`config.mk`:
```
export PLATFORM = sky130hd
export DESIGN_NAME = shift_deser
export DESIGN_NICKNAME = d
export VERILOG_FILES = /design/src/rtl/shift_deser.sv
export SDC_FILE = /design/constraint.sdc
export NUM_CORES = 1
export LEC_CHECK = 0
export BUFFER_PORTS_ARGS = -buffer_cell sky130_fd_sc_hd__buf_4
export CAP_MARGIN = 15
export CORE_MARGIN = 4
export CORE_UTILIZATION = 48
export CTS_BUF_LIST = sky130_fd_sc_hd__clkbuf_4
export CTS_CLUSTER_SIZE = 25
export DETAILED_ROUTE_END_ITERATION = 6
export PLACE_DENSITY_LB_ADDON = 0.1
export SYNTH_ARGS = -nofsm -noshare
export SYNTH_HDL_FRONTEND = slang
export SYNTH_SLANG_ARGS = --single-unit
```
`constraint.sdc`:
```
create_clock -name i_clk -period 2.05 [get_ports i_clk]
set_clock_uncertainty 0.2 [all_clocks]
set_input_delay 0.1025 -clock i_clk [delete_from_list [all_inputs] [get_ports i_clk]]
set_output_delay 0.1025 -clock i_clk [all_outputs]
set_load 0.02 [all_outputs]
```
`src/rtl/shift_deser.sv`:
```
// Serial-to-parallel deserializer: receives 16-bit words one bit per clock,
// MSB-first or LSB-first as chosen at frame start, with abort support.
module shift_deser (
  input  logic        i_clk,
  input  logic        i_rst,
  input  logic        i_start,
  input  logic        i_dir,
  input  logic        i_sdata,
  input  logic        i_abort,
  output logic [15:0] o_data,
  output logic        o_valid,
  output logic        o_busy
);

  typedef enum logic {
    IDLE  = 1'b0,
    SHIFT = 1'b1
  } state_t;

  state_t      state_q, state_d;
  logic [15:0] sr_q, sr_d;
  logic [3:0]  cnt_q, cnt_d;
  logic        dir_q, dir_d;
  logic [15:0] data_q, data_d;
  logic        valid_q, valid_d;
  logic [15:0] sr_shift;
  logic        start_ok;
  logic        last_bit;

  assign start_ok = i_start && !i_abort;
  assign last_bit = (cnt_q == 4'd15);
  assign sr_shift = dir_q ? {i_sdata, sr_q[15:1]} : {sr_q[14:0], i_sdata};

  always_ff @(posedge i_clk or posedge i_rst) begin
    if (i_rst) begin
      state_q <= IDLE;
    end else begin
      state_q <= state_d;
    end
  end

  always_comb begin
    state_d = state_q;
    case (state_q)
      IDLE:    if (start_ok) state_d = SHIFT;
      SHIFT:   if (i_abort || last_bit) state_d = IDLE;
      default: state_d = IDLE;
    endcase
  end

  always_comb begin
    sr_d    = sr_q;
    cnt_d   = cnt_q;
    dir_d   = dir_q;
    data_d  = data_q;
    valid_d = 1'b0;
    if (state_q == IDLE) begin
      if (start_ok) begin
        sr_d  = 16'h0000;
        cnt_d = 4'd0;
        dir_d = i_dir;
      end
    end else if (!i_abort) begin
      // The completed word includes the sample taken on this same edge.
      sr_d  = sr_shift;
      cnt_d = cnt_q + 4'd1;
      if (last_bit) begin
        data_d  = sr_shift;
        valid_d = 1'b1;
      end
    end
  end

  always_ff @(posedge i_clk or posedge i_rst) begin
    if (i_rst) begin
      sr_q    <= 16'h0000;
      cnt_q   <= 4'd0;
      dir_q   <= 1'b0;
      data_q  <= 16'h0000;
      valid_q <= 1'b0;
    end else begin
      sr_q    <= sr_d;
      cnt_q   <= cnt_d;
      dir_q   <= dir_d;
      data_q  <= data_d;
      valid_q <= valid_d;
    end
  end

  always_comb begin
    o_busy  = (state_q == SHIFT);
    o_data  = data_q;
    o_valid = valid_q;
  end

endmodule
```
---- After elaboration in Yosys (flattened, before gate mapping) ----
Cells that the tools add are included.
word-level totals
  register bits after elaboration ......... 39
  output and inout port bits .............. 18
  word-level logic and storage cells ...... 31
cells by class
  add/subtract/negate cells ............... 1
  equal/unequal tests ..................... 2
  multiplexer cells ....................... 13
  bitwise operators ....................... 2
  reduce and logical (&&, ||, !) cells .... 7
operators by type and width
  kind                                                           count
  16-bit 2-to-1 mux                                              4
  4-bit 2-to-1 mux                                               3
  1-bit 2-to-1 mux                                               5
  4-bit by 1-bit adder with 4-bit output, second input constant  1
  4-bit equality test, second input constant                     1
  2-bit AND reduction                                            2
  3-bit AND reduction                                            1
  2-bit inequality test, second input constant                   1
  1-bit inverter                                                 2
  1-bit one-hot mux with 2 select lines                          1
  2-bit nonzero test                                             1
  1-bit logical AND                                              1
  1-bit zero test                                                1
  1-bit logical OR                                               1

---- Depth between registers and ports, before layout ----
Gate-level depths: netlist (run 1).
  word-level depth ........................ 4
  gate-level depth with buffers ........... 5
  depth with buffers taken out ............ 4

---- Worst setup path before layout (run 1) ----
Ideal clock, no wire load.
  path type ............................... register -> register
  start point ............................. register cnt_q[0]
  end point ............................... register data_q[15] (netlist: o_data[15])
  arrival ................................. 1,341 ps
  slack ................................... 384 ps
  cell stages (with the launch flop) ...... 6
  path buffers ............................ 1
  clock period less this slack ............ 1,666 ps
  cell sequence ........................... dfrtp_1 -> ha_1 -> nand3_1 -> nor2_8 -> buf_12 -> mux2_4
on the way
  word-level cells in the longest chain between the ends .. 2
ends and longest elaborated chain
  item                           line  source
  start, declared                22    logic [3:0] cnt_q, cnt_d;
  start signal, assigned         83    cnt_q <= cnt_d;
  4-bit equality test            31    assign last_bit = (cnt_q == 4'd15);
  3-bit AND reduction (no line)  n/a
  end signal, assigned           85    data_q <= data_d;
  end, declared                  24    logic [15:0] data_q, data_d;
Every way passes these cells.
A chain may end at the register's enable or synchronous reset.

---- Final worst setup path (run 1) ----
  start point ............................. register state_q (netlist: o_busy)
  end point ............................... register dir_q
on the way
  word-level cells in the longest chain between the ends .. 2
ends and longest elaborated chain
  item                           line  source
  start, declared                20    state_t state_q, state_d;
  start signal, assigned         38    state_q <= state_d;
  1-bit inverter (no line)       n/a
  2-bit AND reduction (no line)  n/a
  end signal, assigned           84    dir_q <= dir_d;
  end, declared                  23    logic dir_q, dir_d;
Every way passes these cells.

==> impl_metrics.env, run 1 <==
export IMPL_clkPwrFrac=0.262
export IMPL_netlist_cell_type_count=21
export IMPL_layout_drive_gt1_share=0.335
export IMPL_diodes=0
export IMPL_fin_tns_setup_ns=0
export IMPL_synth_cells=131
export IMPL_ys_flop_type="dfrtp_1"
export IMPL_rsz0062_at_grt="no"
export IMPL_powerDensity_mw_per_mm2=712
export IMPL_path_clk_slew_ns=0.11
export IMPL_min_path_type="primary input to flip-flop"
export IMPL_muxShareOfSynthArea=0.215
export IMPL_row_count=21
export IMPL_clock_latency_ns=0.34
export IMPL_cp_arrival_ns=2.00
export IMPL_synthAdderAreaFrac=0.00725
export IMPL_grt_max_degree=40
export IMPL_die_area_mm2=0.00462
export IMPL_drv_cap=0
export IMPL_period_share=0.961
export IMPL_worstSetupStartpoint="o_busy$_DFF_PP0_"
export IMPL_synthTopCellsByArea="dfrtp_1 57%, mux2_2 10%, mux2i_1 9.3%"
export IMPL_yosys_area_share_xor_xnor=0
export IMPL_ant_nets=0
export IMPL_slew_violations=0
export IMPL_start_kind="flip-flop"
export IMPL_htreeDepth=2
export IMPL_max_clock_freq_mhz=508
export IMPL_path_max_fanout=8
export IMPL_core_mm2=0.00342
export IMPL_place_congestion=0.732
export IMPL_status="finished clean"
export IMPL_p_leak_nw=1.02
export IMPL_syn_nets=138
export IMPL_cts_root_buf="clkbuf_4"
export IMPL_fin_crit_ns=1.97
export IMPL_synth_most_common_cell="dfrtp_1"
export IMPL_numCtsBuffers=5
export IMPL_switching_power_uw=383
export IMPL_async_flop_share=1.00
export IMPL_p_comb_frac=0.141
export IMPL_nets=170
export IMPL_synth_compound_area_share=0.0863
export IMPL_synth_common_cells="39 x dfrtp_1, 16 x mux2_2, 16 x mux2i_1, 10 x a22o_1, 10 x nand2_1"
export IMPL_synthToLayoutAreaGrowth_pct=17.0
export IMPL_ys_warn_count=0
export IMPL_drtPass1Iterations=4
export IMPL_antenna_found_initial=0
export IMPL_clock_sinks=39
export IMPL_wirelength_um=3030
export IMPL_synth_top_area_frac=0.566
export IMPL_ys_ff_latch=39
export IMPL_cts_tree="built"
export IMPL_layout_setup_ws_ns=0.0799
export IMPL_finalSetupViolations=0
export IMPL_grt_ovfl_total=0
export IMPL_dpl_hpwl_um=2050
export IMPL_syn_cell_area_mm2=0.00173
export IMPL_start_util=0.505
export IMPL_clock_path_buffers=2
export IMPL_fp_dieW_um=68.0
export IMPL_cp_end_kind="flip-flop"
export IMPL_wire_per_inst_um=14.4
export IMPL_ir_worst_vdd_mv=0.343
export IMPL_swShare=0.266
export IMPL_finalHoldViolCount=0
export IMPL_die_h_um=68.0
export IMPL_drc=0
export IMPL_gr_usage_all_layers=0.154
export IMPL_power_frac_seq=0.597
export IMPL_worstPathRequired_ns=2.08
export IMPL_synth_top_area_cell="dfrtp_1"
export IMPL_synth_edf_count=0
export IMPL_grt_pass1_wl_um=5220
export IMPL_crit_type="flip-flop to flip-flop"
export IMPL_holdCritStartpoint="i_abort"
export IMPL_slew_headroom=0.684
export IMPL_tightest_slew_ns=0.474
export IMPL_place_ws_ns=0.279
export IMPL_yosys_area_share_simple=0.0667
export IMPL_intPower_mw=1.06
export IMPL_io_pins=24
export IMPL_grt_pass1_vias=1167
export IMPL_ys_seq_area_frac=0.566
export IMPL_synth_top_family_by_area="multiplexers"
export IMPL_portBuffers=23
export IMPL_first_iter_violations=44
export IMPL_rr_startpoint="o_busy$_DFF_PP0_"
export IMPL_via_count=1118
export IMPL_syn_avg_cell_area_um2=13.2
export IMPL_routed_via_density=5.32
-- cells in the final DEF (no fill, tap or decap), drive strengths merged --
cell and count:
inv 9, nand2b 1, nor2 2, dlygate4sd3 4
nor3b 1, mux2 18, o21bai 1, buf 28
or3 1, ha 1, nand3 4, mux2i 16
dfrtp 39, clkinv 2, o21ai 9, nor2b 1
a41oi 1, clkbuf 6, a22o 10, nand2 10
-- logic make-up after synthesis --
group,after synthesis
AO/OA/AOI/OAI,21
adder cells (fa/ha/maj),1
buffers and inverters,16
flip-flops,39
multiplexers,34
AND/OR/NAND/NOR,20
-- flip-flops by register name, summed over array words and instances, names as in the netlist --
register  flops
dir_q         1
o_data       16
cnt_q         4
sr_q         16
o_busy        1
o_valid       1
-- layout make-up --
type,instances,area [um2]
clock inverter,2,7.51
multi-input combinational,76,647
fill,295,1400
timing repair buffer,32,250
sequential,39,977
clock buffer,6,45.0
inverter,9,33.8
tap,46,57.6
-- metal layers --
metal,track usage,vias to the layer above,part of all wire
li1,-,524,-
met1,0.190,565,0.44
met2,0.243,24,0.50
met3,0.0394,5,0.042
met4,0.0893,0,0.018
met5,0,-,0
-- through the flow --
| stage | hold slack [ns] | cells | utilization | area (um2) | power, mW |
|---|---|---|---|---|---|
| after floorplan | 0.0542 | 131 | - | 1730 | 1.02 |
| after global placement | 0.0474 | 198 | 0.563 | 1920 | 1.06 |
| after detailed placement | 0.0757 | 198 | 0.563 | 1920 | 1.06 |
| after CTS | 0.00257 | 210 | 0.590 | 2020 | 1.46 |
| after global routing | 0.0236 | 210 | 0.591 | 2020 | 1.51 |
| final | 0.00861 | 210 | 0.591 | 2020 | 1.44 |
-- worst paths after layout --
kind                                                to  slack [ns]  depth (start not counted)
max in group asynchronous             o_busy$_DFF_PP0_        1.07                          4
worst max-delay path                 dir_q$_DFFE_PP0P_        0.08                          3
worst max register to register       dir_q$_DFFE_PP0P_        0.08                          3
worst min register to register  o_data[13]$_DFFE_PP0P_        0.32                          1
min in group asynchronous       o_data[10]$_DFFE_PP0P_        0.22                          4
worst min-delay path              sr_q[10]$_DFFE_PP0P_       0.009                          3
-- power by group through the flow --
stage / registers [mW] / clock network (mW) / logic (mW)
after global routing: 0.867 / 0.424 / 0.223
after global placement: 0.871 / 0 / 0.186
after CTS: 0.858 / 0.394 / 0.203
final: 0.858 / 0.377 / 0.203
after floorplan: 0.865 / 0 / 0.152
after detailed placement: 0.873 / 0 / 0.192
-- critical path, cell delays in order (launching register included) --
cell and delay, ns:
dfrtp_2 0.48, nor3b_1 0.26, mux2_2 0.37, dlygate4sd3_1 0.56
-- timing repair --
| item | in CTS | in global routing |
|---|---|---|
| hold buffers | 4 | 0 |
| buffers inserted | 0 | 0 |
| resized for setup | 0 | 1 |
| setup endpoints to repair | 0 | 1 |
| endpoints found under the hold margin | 44 | 0 |
No activity file was read; power rests on OpenSTA's default activity.
==> run 2: changes to the inputs <==
Settings changed: CORE_MARGIN 4 to 2, CTS_BUF_LIST sky130_fd_sc_hd__clkbuf_4 to sky130_fd_sc_hd__clkbuf_8.
==> impl_metrics.env, run 2 (synthesis results as in run 1) <==
export IMPL_status="finished clean"
export IMPL_slew_violations=0
export IMPL_clock_path_buffers=2
export IMPL_start_kind="flip-flop"
export IMPL_antenna_found_initial=0
export IMPL_path_clk_slew_ns=0.07
export IMPL_portBuffers=23
export IMPL_drv_cap=0
export IMPL_regToRegEndpoint="o_data[5]$_DFFE_PP0P_"
export IMPL_power_frac_seq=0.556
export IMPL_swShare=0.244
export IMPL_period_share=0.838
export IMPL_ir_worst_vdd_mv=0.542
export IMPL_grt_pass1_vias=1193
export IMPL_start_util=0.509
export IMPL_finalSetupViolations=0
export IMPL_dpl_hpwl_um=2080
export IMPL_layout_drive_gt1_share=0.340
export IMPL_diodes=0
export IMPL_grt_max_degree=40
export IMPL_final_cell_mix="39 x dfrtp_1, 28 x buf_4, 16 x mux2i_1, 16 x mux2_2"
export IMPL_wire_per_inst_um=14.3
export IMPL_clkPwrFrac=0.324
export IMPL_routed_via_density=5.11
export IMPL_row_count=21
export IMPL_cts_tree="built"
export IMPL_die_h_um=64.0
export IMPL_powerDensity_mw_per_mm2=761
export IMPL_place_congestion=0.713
export IMPL_grt_pass1_wl_um=5440
export IMPL_crit_end="o_data[5]$_DFFE_PP0P_"
export IMPL_fin_tns_setup_ns=0
export IMPL_path_max_fanout=9
export IMPL_p_comb_frac=0.120
export IMPL_nets=169
export IMPL_io_pins=24
export IMPL_drc=0
export IMPL_worstSetupStartpoint="cnt_q[0]$_DFFE_PP0P_"
export IMPL_dpl_cell_count=198
export IMPL_first_iter_violations=76
export IMPL_grt_ovfl_total=0
export IMPL_nFillCells=276
export IMPL_gr_usage_all_layers=0.172
export IMPL_core_mm2=0.00339
export IMPL_numCtsBuffers=5
export IMPL_die_area_mm2=0.00409
export IMPL_clock_latency_ns=0.28
export IMPL_wirelength_um=2970
export IMPL_crit_type="flip-flop to flip-flop"
export IMPL_via_count=1062
export IMPL_r2r_cells=5
export IMPL_cts_root_buf="clkbuf_8"
export IMPL_fin_crit_ns=1.72
export IMPL_cp_end_kind="flip-flop"
export IMPL_intPower_mw=1.17
export IMPL_slew_headroom=0.677
export IMPL_cp_arrival_ns=1.73
export IMPL_synthToLayoutAreaGrowth_pct=18.3
export IMPL_min_path_type="primary input to flip-flop"
export IMPL_clock_sinks=39
export IMPL_worstPathRequired_ns=2.06
export IMPL_rrSetupSlack_ns=0.33
export IMPL_finalHoldViolCount=0
export IMPL_drtPass1Iterations=4
export IMPL_fp_dieW_um=64.0
export IMPL_max_clock_freq_mhz=582
export IMPL_p_leak_nw=1.03
export IMPL_instances_no_fill=208
export IMPL_switching_power_uw=379
export IMPL_rsz0062_at_grt="no"
export IMPL_tightest_slew_ns=0.484
export IMPL_layout_commonest_cell="dfrtp_1"
export IMPL_rr_startpoint="cnt_q[0]$_DFFE_PP0P_"
export IMPL_ant_nets=0
export IMPL_ctsResizeCount=0
export IMPL_htreeDepth=2
run 2: cell count changes in the layout (fill, tap and decap cells not counted):
| cell | before | now |
|---|---|---|
| clkbuf_4 | 6 | 0 |
| clkbuf_8 | 0 | 6 |
| clkinv_1 | 2 | 0 |
| clkinv_2 | 0 | 1 |
| dfrtp_1 | 38 | 39 |
| dfrtp_2 | 1 | 0 |
| dlygate4sd3_1 | 4 | 3 |
run 2: layer usage:
layer  vias up  track usage  wire length, um
li1        520            -                -
met1       518        0.217             1360
met2        20        0.289             1460
met3         4       0.0475              110
met4         0       0.0489               33
met5         -            0                0
run 2: worst max-delay path, stage by stage, from the launching register on:
cell     delay (ns)
dfrtp_1        0.38
ha_1           0.21
nand3_1        0.19
nor2_8         0.22
buf_4          0.24
mux2i_1        0.20
run 2: cell type report:
type | instances | area [um2] | share of cell area
Clock buffer | 6 | 82.6 | 0.0404
Clock inverter | 1 | 5.00 | 0.00245
Inverter | 9 | 33.8 | 0.0165
Multi-Input combinational cell | 76 | 647 | 0.317
Sequential cell | 39 | 976 | 0.478
Tap cell | 46 | 57.6 | 0.0282
Timing Repair Buffer | 31 | 240 | 0.118
run 2: power by group through the flow:
stage / clock [mW] / sequential, mW / combinational (mW)
after global routing: 0.569 / 0.872 / 0.209
final: 0.503 / 0.863 / 0.187
after global placement: 0 / 0.874 / 0.182
after floorplan: 0 / 0.865 / 0.152
after CTS: 0.524 / 0.863 / 0.191
after detailed placement: 0 / 0.876 / 0.186
run 2: worst min path at each step:
stage               startpoint                  end  slack, ns  cells past startpoint
floorplan                i_dir    dir_q$_DFFE_PP0P_       0.05                      1
global placement         i_rst  sr_q[9]$_DFFE_PP0P_       0.05                      3
detailed placement       i_rst  sr_q[9]$_DFFE_PP0P_       0.05                      3
CTS                    i_abort    dir_q$_DFFE_PP0P_      0.008                      3
global route           i_abort    dir_q$_DFFE_PP0P_       0.02                      3
finish                 i_abort    dir_q$_DFFE_PP0P_       0.02                      3
run 2: metrics by stage:
| stage | util | setup slack (ns) | hold WS [ns] | power [mW] | cell area (um2) |
|---|---|---|---|---|---|
| final | 0.602 | 0.333 | 0.0157 | 1.55 | 2040 |
| after global routing | 0.602 | 0.189 | 0.0232 | 1.65 | 2040 |
| after CTS | 0.602 | 0.301 | 0.00821 | 1.58 | 2040 |
| after detailed placement | 0.568 | 0.313 | 0.0523 | 1.06 | 1920 |
| after global placement | 0.568 | 0.393 | 0.0469 | 1.06 | 1920 |
| after floorplan | - | 0.384 | 0.0542 | 1.02 | 1730 |
run 2: timing repair:
item	in CTS	in global routing
buffers inserted	0	0
hold buffers	3	0
endpoints found under the hold margin	41	0
==> run 3: changes to the inputs <==
Settings changed: ABC_AREA set to 1.
Clock period 2.05 ns to 1.5 ns, I/O delays scaled along.
==> impl_metrics.env, run 3 <==
export IMPL_die_h_um=64.5
export IMPL_finalSetupViolations=0
export IMPL_synthToLayoutAreaGrowth_pct=25.6
export IMPL_slew_violations=0
export IMPL_start_kind="flip-flop"
export IMPL_swShare=0.268
export IMPL_path_clk_slew_ns=0.07
export IMPL_cts_root_buf="clkbuf_8"
export IMPL_clock_path_buffers=2
export IMPL_layout_commonest_cell="nand2_1"
export IMPL_synth_top_area_frac=0.555
export IMPL_crit_family="flip-flops"
export IMPL_ys_seq_area_frac=0.555
export IMPL_dpl_cell_count=279
export IMPL_cp_end_kind="flip-flop"
export IMPL_grt_pass1_wl_um=6530
export IMPL_p_leak_nw=1.14
export IMPL_layout_drive_gt1_share=0.203
export IMPL_portBuffers=23
export IMPL_htreeDepth=2
export IMPL_fp_dieW_um=64.5
export IMPL_gr_usage_all_layers=0.202
export IMPL_synth_most_common_cell="nand2_1"
export IMPL_drv_cap=0
export IMPL_cp_arrival_ns=1.41
export IMPL_ir_worst_vdd_mv=0.724
export IMPL_period_share=0.957
export IMPL_netlist_cell_type_count=18
export IMPL_worstPathRequired_ns=1.47
export IMPL_rsz0062_at_grt="no"
export IMPL_powerDensity_mw_per_mm2=988
export IMPL_synth_edf_count=0
export IMPL_drc=0
export IMPL_p_comb_frac=0.150
export IMPL_synth_top_family_by_area="simple AND/OR/NAND/NOR gates"
export IMPL_synth_compound_area_share=0.145
export IMPL_grt_ovfl_total=0
export IMPL_async_flop_share=1.00
export IMPL_slew_headroom=0.679
export IMPL_die_area_mm2=0.00417
export IMPL_synthTopCellsByArea="dfrtp_1 55%, nand2_1 16%, o21ai_0 13%"
export IMPL_ys_ff_latch=39
export IMPL_path_max_fanout=8
export IMPL_instances_no_fill=297
export IMPL_tightest_slew_ns=0.481
export IMPL_crit_chain="ha_4 > nand3_4 > buf_4 > o21ai_0 > nand2_1"
export IMPL_yosys_area_share_simple=0.209
export IMPL_synth_cells=211
export IMPL_first_iter_violations=92
export IMPL_max_clock_freq_mhz=697
export IMPL_power_frac_seq=0.527
export IMPL_place_congestion=0.803
export IMPL_synth_top_area_cell="dfrtp_1"
export IMPL_syn_nets=218
export IMPL_ys_flop_type="dfrtp_1"
export IMPL_via_count=1503
export IMPL_crit_buf_inv=1
export IMPL_antenna_found_initial=0
export IMPL_muxShareOfSynthArea=0
export IMPL_fin_crit_ns=1.44
export IMPL_numCtsBuffers=5
export IMPL_final_cell_mix="77 x nand2_1, 40 x o21ai_0, 39 x dfrtp_1"
export IMPL_yosys_area_share_xor_xnor=0
export IMPL_diodes=0
export IMPL_row_count=21
export IMPL_clock_sinks=39
export IMPL_grt_pass1_vias=1484
export IMPL_routed_via_density=5.06
export IMPL_syn_cell_area_mm2=0.00176
export IMPL_clkPwrFrac=0.323
export IMPL_start_util=0.515
export IMPL_core_mm2=0.00342
export IMPL_min_path_type="primary input to asynchronous set/reset pin"
export IMPL_drtPass1Iterations=4
export IMPL_dpl_hpwl_um=2460
export IMPL_fin_tns_setup_ns=0
export IMPL_wirelength_um=3650
export IMPL_io_pins=24
export IMPL_nets=258
export IMPL_critPathSlowestCell="dfrtp_1"
export IMPL_status="finished clean"
export IMPL_critPathMaxStageDelay_ns=0.40
export IMPL_crit_type="flip-flop to flip-flop"
export IMPL_intPower_mw=1.60
export IMPL_switching_power_uw=586
export IMPL_clock_latency_ns=0.29
export IMPL_finalHoldViolCount=0
export IMPL_ys_warn_count=0
export IMPL_synthAdderAreaFrac=0.00711
export IMPL_syn_avg_cell_area_um2=8.34
export IMPL_cts_tree="built"
export IMPL_wire_per_inst_um=12.3
export IMPL_synth_common_cells="77 x nand2_1, 45 x o21ai_0, 39 x dfrtp_1, 20 x inv_1"
export IMPL_ant_nets=0
export IMPL_grt_max_degree=40
-- run 3: cell count changes after synthesis, sizes merged, moves of 3 or more --
cell | before | now
clkbuf | 0 | 4
nand2 | 10 | 78
mux2 | 18 | 0
a22o | 10 | 0
o21ai | 9 | 49
inv | 9 | 22
nor2 | 2 | 5
mux2i | 16 | 0
-- run 3: area by class of cell --
cell class	count	area (um2)
well taps	46	57.6
clock buffers	6	82.6
flip-flops and latches	39	976
multi-input cells	141	659
repair buffers	42	344
inverters	22	85.1
fillers	297	1210
clock inverters	1	5.00
-- run 3: worst min-delay path: stages --
cell and delay, ns:
dlygate4sd3_1 0.54, buf_4 0.13, inv_1 0.04, buf_4 0.41
-- run 3: timing repair --
action | 4_1_cts | 5_1_grt
pin swaps | 3 | 2
setup endpoints to repair | 16 | 23
gates resized for setup | 0 | 9
hold buffers | 5 | 0
buffers inserted | 4 | 1
gates cloned | 1 | 0
hold endpoints to repair | 45 | 0
-- run 3: metal layers --
| layer | global-route usage | wire, um |
|---|---|---|
| met5 | 0 | 0 |
| met2 | 0.348 | 1830 |
| met3 | 0.0382 | 129 |
| met4 | 0.0824 | 65 |
| met1 | 0.249 | 1630 |
-- run 3: power by group through the flow --
stage | Sequential (mW) | Clock, mW | Combinational [mW]
after floorplan | 1.16 | 0 | 0.185
after global placement | 1.15 | 0 | 0.285
after detailed placement | 1.16 | 0 | 0.295
after CTS | 1.14 | 0.727 | 0.308
after global routing | 1.15 | 0.774 | 0.373
final | 1.15 | 0.706 | 0.327
-- run 3: logic make-up (layout without fill, tap and decap cells) --
| logic type | count (synthesis) | after routing |
|---|---|---|
| AND/OR/NAND/NOR | 88 | 89 |
| buffers and inverters | 32 | 71 |
| flip-flops | 39 | 39 |
| AO/OA/AOI/OAI | 51 | 51 |
| adder cells (fa/ha/maj) | 1 | 1 |
-- run 3: final timing paths --
check                                          to  cells past startpoint                   from  slack [ns]
setup / recovery            o_data[2]$_DFFE_PP0P_                      5   cnt_q[0]$_DFFE_PP0P_        0.06
hold reg to reg             o_data[3]$_DFFE_PP0P_                      2  o_data[3]$_DFFE_PP0P_        0.28
min in group i_clk          o_data[3]$_DFFE_PP0P_                      2  o_data[3]$_DFFE_PP0P_        0.28
max in group asynchronous   o_data[6]$_DFFE_PP0P_                      4                  i_rst        0.50
setup reg to reg            o_data[2]$_DFFE_PP0P_                      5   cnt_q[0]$_DFFE_PP0P_        0.06
hold / removal             o_data[10]$_DFFE_PP0P_                      4                  i_rst        0.26
-- run 3: through the flow --
| stage | utilization | hold slack (ns) | total power, mW | setup slack [ns] | area [um2] |
|---|---|---|---|---|---|
| 3_5_place_dp | 0.583 | 0.0323 | 1.45 | -0.0444 | 1990 |
| 3_3_place_gp | 0.583 | 0.0214 | 1.44 | 0.0229 | 1990 |
| 4_1_cts | 0.639 | 0.281 | 2.17 | 0.0104 | 2180 |
| 5_1_grt | 0.647 | 0.324 | 2.30 | 0.000844 | 2210 |
| 2_1_floorplan | - | 0.0179 | 1.35 | 0.0875 | 1760 |
| 6_report | 0.647 | 0.262 | 2.18 | 0.0645 | 2210 |
